--- src/rtl/muldiv_sequencer.sv ---
// Iterative RV32M multiply/divide sequencer with one shared shift-add/subtract datapath.
// Optional build macro MULDIV_ZERO_BYPASS_EN: zero operands finish in one cycle.
module muldiv_sequencer #(
  parameter int XLEN = 32
) (
  input  logic            clk,
  input  logic            rst_n,
  input  logic            start,
  input  logic            flush,
  input  logic [2:0]      op,
  input  logic [XLEN-1:0] rs1_val,
  input  logic [XLEN-1:0] rs2_val,
  output logic            stall,
  output logic            busy,
  output logic            done,
  output logic [XLEN-1:0] result,
  output logic [1:0]      state_dbg
);
  // Handshake: EX holds start/op/operands while stall is high; result is valid
  // only in the cycle done is high, which is also the cycle stall drops.
  typedef enum logic [1:0] {IDLE, CALC, FIX, DONE} state_t;
  localparam int CW = $clog2(XLEN);

  state_t state, state_nxt;
  logic [CW-1:0] count;
  logic [2:0] op_q;
  logic neg_q;
  logic [XLEN-1:0] opnd, hi, lo;

  logic is_div, sign_a, sign_b, a_zero, b_zero, ovf, accept, special, neg_in;
  logic [XLEN-1:0] mag_a, mag_b, special_val, fix_val, hi_nxt, lo_nxt;
  logic [XLEN:0] shifted;
  logic [XLEN+1:0] lhs, rhs, alu;
  logic [2*XLEN-1:0] prod, prod_neg;

  assign is_div = op[2];
  assign sign_a = rs1_val[XLEN-1] & (op == 3'b001 || op == 3'b010 || op == 3'b100 || op == 3'b110);
  assign sign_b = rs2_val[XLEN-1] & (op == 3'b001 || op == 3'b100 || op == 3'b110);
  assign mag_a  = sign_a ? -rs1_val : rs1_val;
  assign mag_b  = sign_b ? -rs2_val : rs2_val;
  assign a_zero = (rs1_val == '0);
  assign b_zero = (rs2_val == '0);
  assign ovf    = (rs1_val == {1'b1, {(XLEN-1){1'b0}}}) && (&rs2_val);
  assign neg_in = (is_div && op[1]) ? sign_a : (sign_a ^ sign_b);
  assign accept = (state == IDLE) && start && !flush;

  always_comb begin
    special     = 1'b0;
    special_val = '0;
    if (is_div && b_zero) begin
      special     = 1'b1;
      special_val = op[1] ? rs1_val : '1;
    end else if ((op == 3'b100 || op == 3'b110) && ovf) begin
      special     = 1'b1;
      special_val = op[1] ? '0 : rs1_val;
    end
`ifdef MULDIV_ZERO_BYPASS_EN
    else if (!is_div && (a_zero || b_zero)) begin
      special = 1'b1;
    end else if (is_div && a_zero) begin
      special = 1'b1;
    end
`endif
  end

  // One adder: divide subtracts the divisor from the shifted remainder, multiply adds the multiplicand.
  always_comb begin
    shifted = {hi, lo[XLEN-1]};
    lhs     = op_q[2] ? {1'b0, shifted} : {2'b00, hi};
    rhs     = op_q[2] ? ~{2'b00, opnd} : (lo[0] ? {2'b00, opnd} : '0);
    alu     = lhs + rhs + {{(XLEN+1){1'b0}}, op_q[2]};
    if (op_q[2]) begin
      hi_nxt = alu[XLEN+1] ? shifted[XLEN-1:0] : alu[XLEN-1:0];
      lo_nxt = {lo[XLEN-2:0], ~alu[XLEN+1]};
    end else begin
      hi_nxt = alu[XLEN:1];
      lo_nxt = {alu[0], lo[XLEN-1:1]};
    end
  end

  always_comb begin
    prod     = {hi, lo};
    prod_neg = -prod;
    fix_val  = '0;
    case (op_q)
      3'b000:                 fix_val = neg_q ? prod_neg[XLEN-1:0] : lo;
      3'b001, 3'b010, 3'b011: fix_val = neg_q ? prod_neg[2*XLEN-1:XLEN] : hi;
      3'b100, 3'b101:         fix_val = neg_q ? -lo : lo;
      default:                fix_val = neg_q ? -hi : hi;
    endcase
  end

  always_comb begin
    state_nxt = state;
    case (state)
      IDLE:    if (accept) state_nxt = special ? DONE : CALC;
      CALC:    if (count == '0) state_nxt = FIX;
      FIX:     state_nxt = DONE;
      default: state_nxt = IDLE;
    endcase
    if (flush) state_nxt = IDLE;
  end

  assign stall     = accept || (state == CALC) || (state == FIX);
  assign busy      = (state != IDLE);
  assign done      = (state == DONE);
  assign state_dbg = state;

  always_ff @(posedge clk or negedge rst_n) begin
    if (!rst_n) state <= IDLE;
    else        state <= state_nxt;
  end

  always_ff @(posedge clk or negedge rst_n) begin
    if (!rst_n) begin
      count  <= '0;
      op_q   <= '0;
      neg_q  <= 1'b0;
      opnd   <= '0;
      hi     <= '0;
      lo     <= '0;
      result <= '0;
    end else begin
      case (state)
        IDLE: begin
          if (accept && special) begin
            result <= special_val;
          end else if (accept) begin
            op_q  <= op;
            neg_q <= neg_in;
            opnd  <= mag_b;
            lo    <= mag_a;
            hi    <= '0;
            count <= CW'(XLEN-1);
          end
        end
        CALC: begin
          hi <= hi_nxt;
          lo <= lo_nxt;
          if (count != '0) count <= count - 1'b1;
        end
        FIX: if (!flush) result <= fix_val;
        default: ;
      endcase
    end
  end
endmodule

--- config.mk ---
export PLATFORM = sky130hd
export DESIGN_NAME = muldiv_sequencer
export DESIGN_NICKNAME = d
export VERILOG_FILES = /design/src/rtl/muldiv_sequencer.sv
export SDC_FILE = /design/constraint.sdc
export NUM_CORES = 1
export LEC_CHECK = 0
export ABC_AREA = 0
export BUFFER_PORTS_ARGS = -buffer_cell sky130_fd_sc_hd__buf_4
export CAP_MARGIN = 30
export CORE_ASPECT_RATIO = 1.75
export CORE_MARGIN = 3
export CORE_UTILIZATION = 41
export CTS_CLUSTER_SIZE = 16
export DETAILED_ROUTE_END_ITERATION = 8
export PLACE_DENSITY = 0.59
export SYNTH_ARGS = -nofsm -noshare
export SYNTH_HDL_FRONTEND = slang
export SYNTH_SLANG_ARGS = --single-unit
--- constraint.sdc ---
create_clock -name clk -period 9.2 [get_ports clk]
set_input_delay 1.38 -clock clk [delete_from_list [all_inputs] [get_ports clk]]
set_output_delay 1.38 -clock clk [all_outputs]
set_load 0.02 [all_outputs]
==> flow_summary.toml <==
[pwr]
internal-power_mw = 2.56
pwr-share-seq_pct = 23.5
power_density_nw_per_um2 = 371
leakagePower_nw = 6.12
ir_drop_uv = 160
p_sw_mw = 3.10
clockPowerShare_pct = 13.4
p_comb_share_pct = 63.1
sw_frac_of_total_pct = 54.8

[layout]
antenna_cells = 0
regArea_um2 = 3480
final_nets = 1943
final_area_um2 = 15200
drive_above_1_share_pct = 12.9
syn2layout_area_growth_pct = 11.0
multi_input_area_um2 = 9510
fillers = 3387

[cts]
cts_root_buffer = "clkbuf_16"
clk_pin_slew_worst_paths_ps = 60
cts_resized = 0
cts_tree = "done"
cts_buffers = 17
clockBufferDepth = 2
htree_levels = 4
cts_sinks = 139
insertion_delay_ps = 460
postCtsSetupBuffers = 0
hold_buffers = 0

[placement]
dpl_cell_area_um2 = 14600
hpwlAfterDp_um = 42900
gpl.final_weighted_congestion = 0.974
port_buffers = 107

[sta]
period_needed_ps = 5760
slew_viol_final = 0
clock_skew_ps = 13.9
setup_violations = 0
timing.setup.tns_ps = 0
worst_pin_slew_ps = 1010
rsz0062_at_grt = "false"
fmax_mhz = 174
finalCritPeriodShare_pct = 62.6
hold_viol = 0
slew_headroom_pct = 32.4

[routing]
first_pass_iters = 8
postRouteAntennaNets = 0
via_per_inst = 6.42
wl_um = 56700
vias = 14400
drc = 0
wl_per_cell_um = 25.2
drtIter0Drc = 1201

[setup_path]
timing.rr.start = "op_q[2]"
crit_path_start_kind = "flip-flop"
path_class = "reg -> reg"
cp_num_buf_inv = 3
crit_chain = "inv_1 > buf_4 > a21boi_0 > fa_1 > inv_1 > fa_1 > a211oi_1 > o21bai_1 > a221oi_1 > o311a_1 > o21ba_2 > nor3_1 > a2111oi_0 > o41ai_1"
arrival_ps = 6080
worst_path_max_delay_cell = "dfrtp_4"
critPathMaxStageDelay_ps = 950
cp-startpoint = "op_q[2]"
cp.required_ps = 9520
critical_path.top_delay_family = "compound AO/OA/AOI/OAI gates"
path_max_fanout = 55
end_kind = "flip-flop"

[synth]
ys.flop_type = "dfrtp_1"
synthTopCellsByArea = "dfrtp_1 25%, o21ai_0 6.4%, nand2_1 6.1%"
synthesis.area_um2 = 13700
avgSynthCellArea_um2 = 7.50
synth_nets = 1947
ys_seq_area_share_pct = 25.3
synth_seq_cells = 139
async_flop_share_pct = 100
yosysWarnings = 0
syn_inst = 1831
synth_edf_count = 0
ys_types = 83
yosysTopAreaCell = "dfrtp_1"
yosysTopAreaCellShare_pct = 25.3

[global_route]
grtUsageTotal_pct = 31.2
grt_first_pass_wirelength_um = 84400
first_global_vias = 13800
grt_overflow = 0
grt_max_degree = 97
antenna_found_initial = 0

[floorplanning]
ios = 108
core_um2 = 33000
die_w_um = 144
dieArea_um2 = 35800
fp-row-count = 88
die_y_um = 248
start_util_pct = 41.6

[outcome]
status = "finished, final reports clean"

[flow_run]
cap_violations = 0

[worst_hold_path]
hold_start = "result[7]"
worst_hold_path_type = "reg -> reg"
==> cell families after synthesis <==
kind of cell | Yosys count | synth area share, %
AOI/OAI and AO/OA | 630 | 29.1
and+or+nand+nor | 628 | 22.1
buffers and inverters | 189 | 5.60
DFF | 139 | 25.3
xor gates and xnor gates | 133 | 8.48
muxes | 67 | 5.20
adders and majority gates | 45 | 4.21
==> cell type report <==
class                           count  area share (%)
Sequential cell                   139            22.9
Clock inverter                     15            1.33
Inverter                           39           0.960
Clock buffer                       17            2.79
Multi-Input combinational cell   1503            62.4
Tap cell                          405            3.32
Timing Repair Buffer              127            6.33
==> state kept, by name, indices dropped and copies added, names as in the netlist <==
register,flops
hi,32
neg_q,1
op_q,3
opnd,32
result,32
count,5
state_dbg,2
lo,32
==> final timing paths <==
| check | endpoint | slack [ps] | cells after the start |
|---|---|---|---|
| setup / recovery | hi[31] | 3440 | 14 |
| hold / removal | result[7] | 490 | 2 |
| setup reg to reg | hi[31] | 3440 | 14 |
| hold reg to reg | result[7] | 490 | 2 |
| max in group asynchronous | neg_q | 6770 | 2 |
| min in group asynchronous | lo[6] | 990 | 1 |
==> routing by layer <==
layer	wire length (um)	global-route usage, %
met5	0	0
met4	5730	26.6
met3	2520	4.44
met2	28700	54.2
met1	19700	32.4
==> worst register-to-register path: stages (launching register included) <==
cell	delay, ps
dfrtp_4	950
inv_1	590
buf_4	380
a21boi_0	380
fa_1	320
inv_1	70
fa_1	430
a211oi_1	420
o21bai_1	180
a221oi_1	680
o311a_1	390
o21ba_2	200
nor3_1	60
a2111oi_0	440
o41ai_1	150
==> layout by cell type, fill, tap and decap left out, types with 11 or more instances in the layout <==
master	Yosys	routed
a21o_1	21	21
o31ai_1	35	35
xnor2_1	81	81
mux2_2	35	35
inv_1	38	38
o21a_1	20	20
o21ai_0	176	176
or2_2	11	11
mux2i_1	32	32
o21ai_1	56	56
clkbuf_16	0	17
xor2_1	52	52
a31oi_1	26	26
nand4_1	28	28
dfrtp_1	139	137
nor2_1	166	163
or3_1	26	26
ha_1	43	42
nor4_1	24	24
o211ai_1	32	32
buf_4	8	124
nor3_1	39	39
nand2_1	222	222
or4_1	19	19
nand3_1	24	24
a21oi_1	123	123
o221ai_1	34	34
o41ai_1	16	16
==> synthesized netlist by cell type, drive strengths merged, types with 34 or more instances <==
cell and n:
xor2 52, mux2 35, nand2 222, inv 38, o21ai 232, ha 43
nor3 39, xnor2 81, o221ai 34, o31ai 36, nor2 167, clkbuf 122
a21oi 124, dfrtp 139
==> power groups by stage <==
stage | logic (mW) | clock network (mW) | registers, mW
3_3_place_gp | 3.46 | 0 | 1.32
4_1_cts | 3.50 | 0.766 | 1.32
3_5_place_dp | 3.48 | 0 | 1.33
6_report | 3.57 | 0.758 | 1.33
5_1_grt | 3.87 | 0.795 | 1.36
2_1_floorplan | 2.56 | 0 | 1.07
==> per-stage QoR <==
step / total power, mW / worst slack (ps) / hold WS, ps / util, % / instances
3_3_place_gp: 4.79 / 3790 / 478 / 44.2 / 2211
3_5_place_dp: 4.81 / 3640 / 482 / 44.2 / 2212
5_1_grt: 6.03 / 3200 / 524 / 46.1 / 2245
6_report: 5.66 / 3440 / 493 / 46.1 / 2245
4_1_cts: 5.58 / 3600 / 499 / 46.1 / 2244
2_1_floorplan: 3.63 / 4950 / 481 / - / 1831
Note: power is estimated with default switching activity, not from simulation.
